--- config.mk ---
export PLATFORM = sky130hd
export DESIGN_NAME = magic_commit_queue
export DESIGN_NICKNAME = d
export VERILOG_FILES = /design/src/rtl/magic_commit_queue.sv
export SDC_FILE = /design/constraint.sdc
export NUM_CORES = 2
export LEC_CHECK = 0
export ABC_AREA = 1
export BUFFER_PORTS_ARGS = -buffer_cell sky130_fd_sc_hd__buf_2
export CORE_ASPECT_RATIO = 0.8
export CORE_MARGIN = 2
export CORE_UTILIZATION = 31
export DETAILED_ROUTE_END_ITERATION = 10
export PLACE_DENSITY = 0.47
export SYNTH_ARGS = -nofsm -noshare
export SYNTH_HDL_FRONTEND = slang
export SYNTH_SLANG_ARGS = --single-unit
--- constraint.sdc ---
create_clock -name clock -period 44.6 [get_ports clock]
set_input_delay 8.92 -clock clock [delete_from_list [all_inputs] [get_ports clock]]
set_output_delay 8.92 -clock clock [all_outputs]
set_load 0.03 [all_outputs]
--- src/rtl/magic_commit_queue.sv ---
// magic_commit_queue: elastic commit-trace buffer, up to COMMITS retirements per cycle in, one event out per handshake.
// Optional feature macro COMMIT_QUEUE_TRAP_EN: capture trap_valid/trap_cause as an extra entry written after the lanes.
module magic_commit_queue #(
   parameter int COMMITS = 2,
   parameter int DEPTH   = 8,
   parameter int XLEN    = 64
) (
   input  logic                    clock,
   input  logic                    reset,
   input  logic [COMMITS-1:0]      in_valid,
   input  logic [COMMITS*XLEN-1:0] in_pc,
   input  logic [COMMITS*32-1:0]   in_insn,
   input  logic [COMMITS-1:0]      in_wen,
   input  logic [COMMITS*5-1:0]    in_waddr,
   input  logic [COMMITS*XLEN-1:0] in_wdata,
   input  logic                    trap_valid,
   input  logic [XLEN-1:0]         trap_cause,
   output logic                    out_valid,
   input  logic                    out_ready,
   output logic [XLEN-1:0]         out_pc,
   output logic [31:0]             out_insn,
   output logic                    out_wen,
   output logic [4:0]              out_waddr,
   output logic [XLEN-1:0]         out_wdata,
   output logic                    out_trap,
   output logic [XLEN-1:0]         out_cause,
   output logic [$clog2(DEPTH):0]  count,
   output logic                    overflow
);
   localparam int PW = $clog2(DEPTH);
   localparam int CW = PW + 1;

   logic [XLEN-1:0] mem_pc    [DEPTH];
   logic [31:0]     mem_insn  [DEPTH];
   logic            mem_wen   [DEPTH];
   logic [4:0]      mem_waddr [DEPTH];
   logic [XLEN-1:0] mem_wdata [DEPTH];
`ifdef COMMIT_QUEUE_TRAP_EN
   logic            mem_trap  [DEPTH];
   logic [XLEN-1:0] mem_cause [DEPTH];
   logic [PW-1:0]   trap_idx;
`else
   logic            unused_trap;
   assign unused_trap = ^{trap_valid, trap_cause};
`endif

   logic [PW-1:0] head, tail;
   logic [PW-1:0] lane_idx [COMMITS];
   logic [CW-1:0] n_commit, req, free_space;
   logic          deq_fire, accept;

   assign out_valid = (count != '0);
   assign deq_fire  = out_valid && out_ready;

   // Valid lanes are compacted: each lane lands at tail + (number of older valid lanes).
   always_comb begin
      n_commit = '0;
      for (int unsigned i = 0; i < COMMITS; i++) begin
         lane_idx[i] = tail + n_commit[PW-1:0];
         n_commit    = n_commit + CW'(in_valid[i]);
      end
`ifdef COMMIT_QUEUE_TRAP_EN
      trap_idx = tail + n_commit[PW-1:0];
      req      = n_commit + CW'(trap_valid);
`else
      req      = n_commit;
`endif
      free_space = CW'(DEPTH) - count + CW'(deq_fire);
      accept     = (req <= free_space);
   end

   always_ff @(posedge clock) begin
      if (accept) begin
         for (int unsigned i = 0; i < COMMITS; i++) begin
            if (in_valid[i]) begin
               mem_pc[lane_idx[i]]    <= in_pc[i*XLEN +: XLEN];
               mem_insn[lane_idx[i]]  <= in_insn[i*32 +: 32];
               mem_wen[lane_idx[i]]   <= in_wen[i];
               mem_waddr[lane_idx[i]] <= in_wen[i] ? in_waddr[i*5 +: 5] : '0;
               mem_wdata[lane_idx[i]] <= in_wen[i] ? in_wdata[i*XLEN +: XLEN] : '0;
`ifdef COMMIT_QUEUE_TRAP_EN
               mem_trap[lane_idx[i]]  <= 1'b0;
               mem_cause[lane_idx[i]] <= '0;
`endif
            end
         end
`ifdef COMMIT_QUEUE_TRAP_EN
         if (trap_valid) begin
            mem_pc[trap_idx]    <= '0;
            mem_insn[trap_idx]  <= '0;
            mem_wen[trap_idx]   <= 1'b0;
            mem_waddr[trap_idx] <= '0;
            mem_wdata[trap_idx] <= '0;
            mem_trap[trap_idx]  <= 1'b1;
            mem_cause[trap_idx] <= trap_cause;
         end
`endif
      end
   end

   always_ff @(posedge clock or negedge reset) begin
      if (!reset) begin
         head     <= '0;
         tail     <= '0;
         count    <= '0;
         overflow <= 1'b0;
      end else begin
         if (deq_fire) head <= head + 1'b1;
         if (accept) begin
            tail  <= tail + req[PW-1:0];
            count <= count + req - CW'(deq_fire);
         end else begin
            count    <= count - CW'(deq_fire);
            overflow <= 1'b1;
         end
      end
   end

   always_comb begin
      out_pc    = '0;
      out_insn  = '0;
      out_wen   = 1'b0;
      out_waddr = '0;
      out_wdata = '0;
      out_trap  = 1'b0;
      out_cause = '0;
      if (out_valid) begin
         out_pc    = mem_pc[head];
         out_insn  = mem_insn[head];
         out_wen   = mem_wen[head];
         out_waddr = mem_waddr[head];
         out_wdata = mem_wdata[head];
`ifdef COMMIT_QUEUE_TRAP_EN
         out_trap  = mem_trap[head];
         out_cause = mem_cause[head];
`endif
      end
   end
endmodule

==> results by group <==
Cells and area
  • Area delta synth->final: 9.83%
  • Design Area, Final: about 0.085 mm2
  • Layout cells sized above 1: 9.57%
  • Fillers: 25600
  • Final nets: 9523

Pwr
  • Total power: 6.81 mW
  • Leakage: between 30 and 40 nW
  • PwrDens: 80.6 mW/mm2
  • Peak VDD IR: approximately 100 uV

STA
  • Final-report setup violation count: 0
  • Tmin final: 14850 ps
  • Fin. Hold Viols: 0
  • Final Cycle Share: between 30% and 40%
  • Final Skew: 51.3 ps
  • Slew HR: 11.7%
  • Worst Tran Pin Value: around 1300 ps
  • RSZ-0062 raised after global routing: false
  • Hold Slack: 470 ps
  • Max Slew Vio Count: 0
  • TNS Setup: 0 ps
  • Highest clock rate: 0.0673 GHz

Clock network
  • CTS tree: yes
  • Clk root buf: clkbuf_16
  • Skew-Pair Late Insertion Delay: 850 ps
  • Clock slew at reported path FFs: ~60 ps
  • Clock Path Buffers: 4
  • Hold_buf cts: 0
  • Post-cts resize count: 0
  • Post-CTS Repair Setup Buffers: 0
  • Clock sink count: 1339
  • TritonCTS buffer count: 169
  • Htree depth: 4

Drt
  • Routed length per placed instance: 25.8 um
  • Via count: 69600
  • DRC viols: 0
  • Initial DRC count: a little over 7000
  • DRT antenna net count: 0
  • Drt pass-1 iters: 6
  • Post-DR vias/cell: 5.54
  • WL final: about 320000 um

Global route
  • Total track usage: 24.7%
  • Initial antenna violation count: 87
  • Vias in the first global route: 66700
  • Grt total ovfl: 0
  • First-pass GRT wire length: 468000 um
  • Largest net degree at the start of global routing: 255

Floorplan
  • Starting density of the core: just over 30%
  • Die H: 450 um
  • Rows: 163
  • Die area: 0.252 mm2
  • Core area: 0.247 mm2
  • I/O pin cnt: 639
  • Horiz. Die Dim: 561 um

Critical path
  • Startpoint Class: flop
  • Critical path's largest stage delay: 890 ps
  • Critical path data arrival time: 5930 ps
  • Crit path kind: flop to output port
  • Worst EP required: around 36000 ps
  • Critical Path Sink Type: output port
  • Slowest cell on the critical path: buf_4
  • CP Cell Sequence: inv_8 > buf_12 > buf_4 > buf_4 > o21ai_0 > o21ai_1 > nor2_1 > nor2_1 > buf_2
  • Critical path peak fanout: between 150 and 200

Synth
  • Yosys reg bits: 1339
  • YS warnings: 0
  • Synth Flop Type: edfxtp_1
  • Gate count of the mapped netlist: ~9400
  • Top post-synthesis cells by area: edfxtp_1 (52%), nand2_1 (14%), nand4_1 (11%)
  • Yosys top cell area share: between 50 and 60%
  • Seq/Total Area, Yosys: 52.2%
  • Asr flop ratio synth: 0.822%
  • Top-count cell post-synth: nand2_1
  • EDFF count, synth: approximately 1300
  • Leading area contributor after synthesis: edfxtp_1
  • Top cells by count, synth: nand2_1 (2823), nor2_1 (1332), edfxtp_1 (1328), nand4_1 (1328), o21ai_0 (979)
  • Mapped Avg Cell Area: 8.21 um2
  • Distinct cell type count after synthesis: 28
  • Mapped cell area: 0.0770 mm2

Placement
  • Dpl cell area: around 0.079 mm2
  • Post-detail-place hpwl: approximately 160000 um
  • # port buffers: 508
  • Gpl congestion: between 0.7 and 0.8

Hold path
  • Hold Crit Class: flop to flop

Job
  • Max Cap Viol: 0

Outcome
  • Outcome: complete, no violations
==> per-layer routing <==
layer | track usage [%] | vias to the layer above | routed length [um] | share of wire [%]
li1 | - | 31700 | - | -
met1 | 32.2 | 34000 | 133000 | 41
met2 | 40.5 | 3049 | 152000 | 47
met3 | 4.20 | 737 | 23900 | 7.4
met4 | 10.5 | 70 | 13700 | 4.2
met5 | 0 | - | 459 | 0.14
==> critical path, delay by kind of cell, from the launching register on <==
family,cells,cell delay [ps]
compound gates,2,360
buf+inv,5,3470
flops,1,720
simple gates,2,380
==> cells by family (layout without fill, tap and decap cells) <==
group	count (synthesis)	count (layout)	synth area share (%)
and+or+nand+nor	5517	5517	31.4
DFF	1339	1339	52.2
buffers and inverters	1310	1100	8.40
AOI/OAI and AO/OA	1178	1178	7.66
adders and majority gates	19	19	0.328
xor gates and xnor gates	6	6	0.0683
other	1	86	0.00487
==> per-stage QoR <==
stage	std cells	utilization (%)	setup WS, ps
CTS	12500	34.2	29570
global route	12500	34.2	29360
global placement	12200	32.2	29640
finish	12500	34.3	29750
floorplan	9434	-	21250
detailed placement	12200	32.2	29580
==> final timing paths <==
kind                            startpoint                to  slack (ps)  cells after the start
worst max register to register    count[2]  mem_wdata[2][22]       37610                     20
worst min-delay path              overflow          overflow         470                      2
min in group asynchronous            reset           head[0]        8000                      1
max in group asynchronous            reset           head[2]       36290                      1
worst min register to register    overflow          overflow         470                      2
worst max-delay path               head[0]        out_pc[43]       29750                      9
==> cells in the final DEF, fill, tap and decap left out, types with 3 or more instances in the layout <==
master	synthesis	layout
o21ai_4	0	8
nand3_4	0	8
clkbuf_1	347	44
nor2_4	0	8
clkinv_8	0	3
buf_2	334	505
o21ai_1	196	196
nor2_1	1332	1332
buf_12	0	17
nand4_1	1328	1328
o21ai_0	979	971
edfxtp_1	1328	1328
inv_6	0	6
a21oi_1	3	3
dfrtp_4	0	3
diode_2	0	21
nand3_1	14	14
clkinv_1	0	39
inv_1	167	165
clkinv_2	0	22
ha_1	17	17
clkbuf_16	0	170
dfrtp_1	11	8
xnor2_1	3	3
xor2_1	3	3
inv_2	4	3
conb_1	1	65
buf_4	177	113
bufinv_16	0	7
nand2_1	2823	2823
==> where the power goes <==
| group | switching, mW | internal [mW] | leakage, nW |
|---|---|---|---|
| Combinational | 2.78 | 0.687 | 19.7 |
| Clock | 0.571 | 0.740 | 2.44 |
| Sequential | 0.101 | 1.94 | 12.4 |
| Total | 3.45 | 3.36 | 34.6 |
==> area by class of cell <==
type / instances / area (um2) / share of cell area (%)
clock inverter: 78 / 574 / 0.679
sequential: 1339 / 40200 / 47.5
inverter: 171 / 662 / 0.783
clock buffer: 215 / 4430 / 5.24
tap: 3300 / 4130 / 4.88
antenna: 21 / 52.6 / 0.0622
multi-input combinational: 6785 / 30800 / 36.4
timing repair buffer: 636 / 3730 / 4.41
==> state kept, by name, indices dropped and copies added, names as in the netlist <==
signal / flops
mem_insn: 256
mem_waddr: 40
mem_pc: 512
overflow: 1
mem_wen: 8
head: 3
tail: 3
count: 4
mem_wdata: 512
Note: power is estimated with default switching activity, not from simulation.
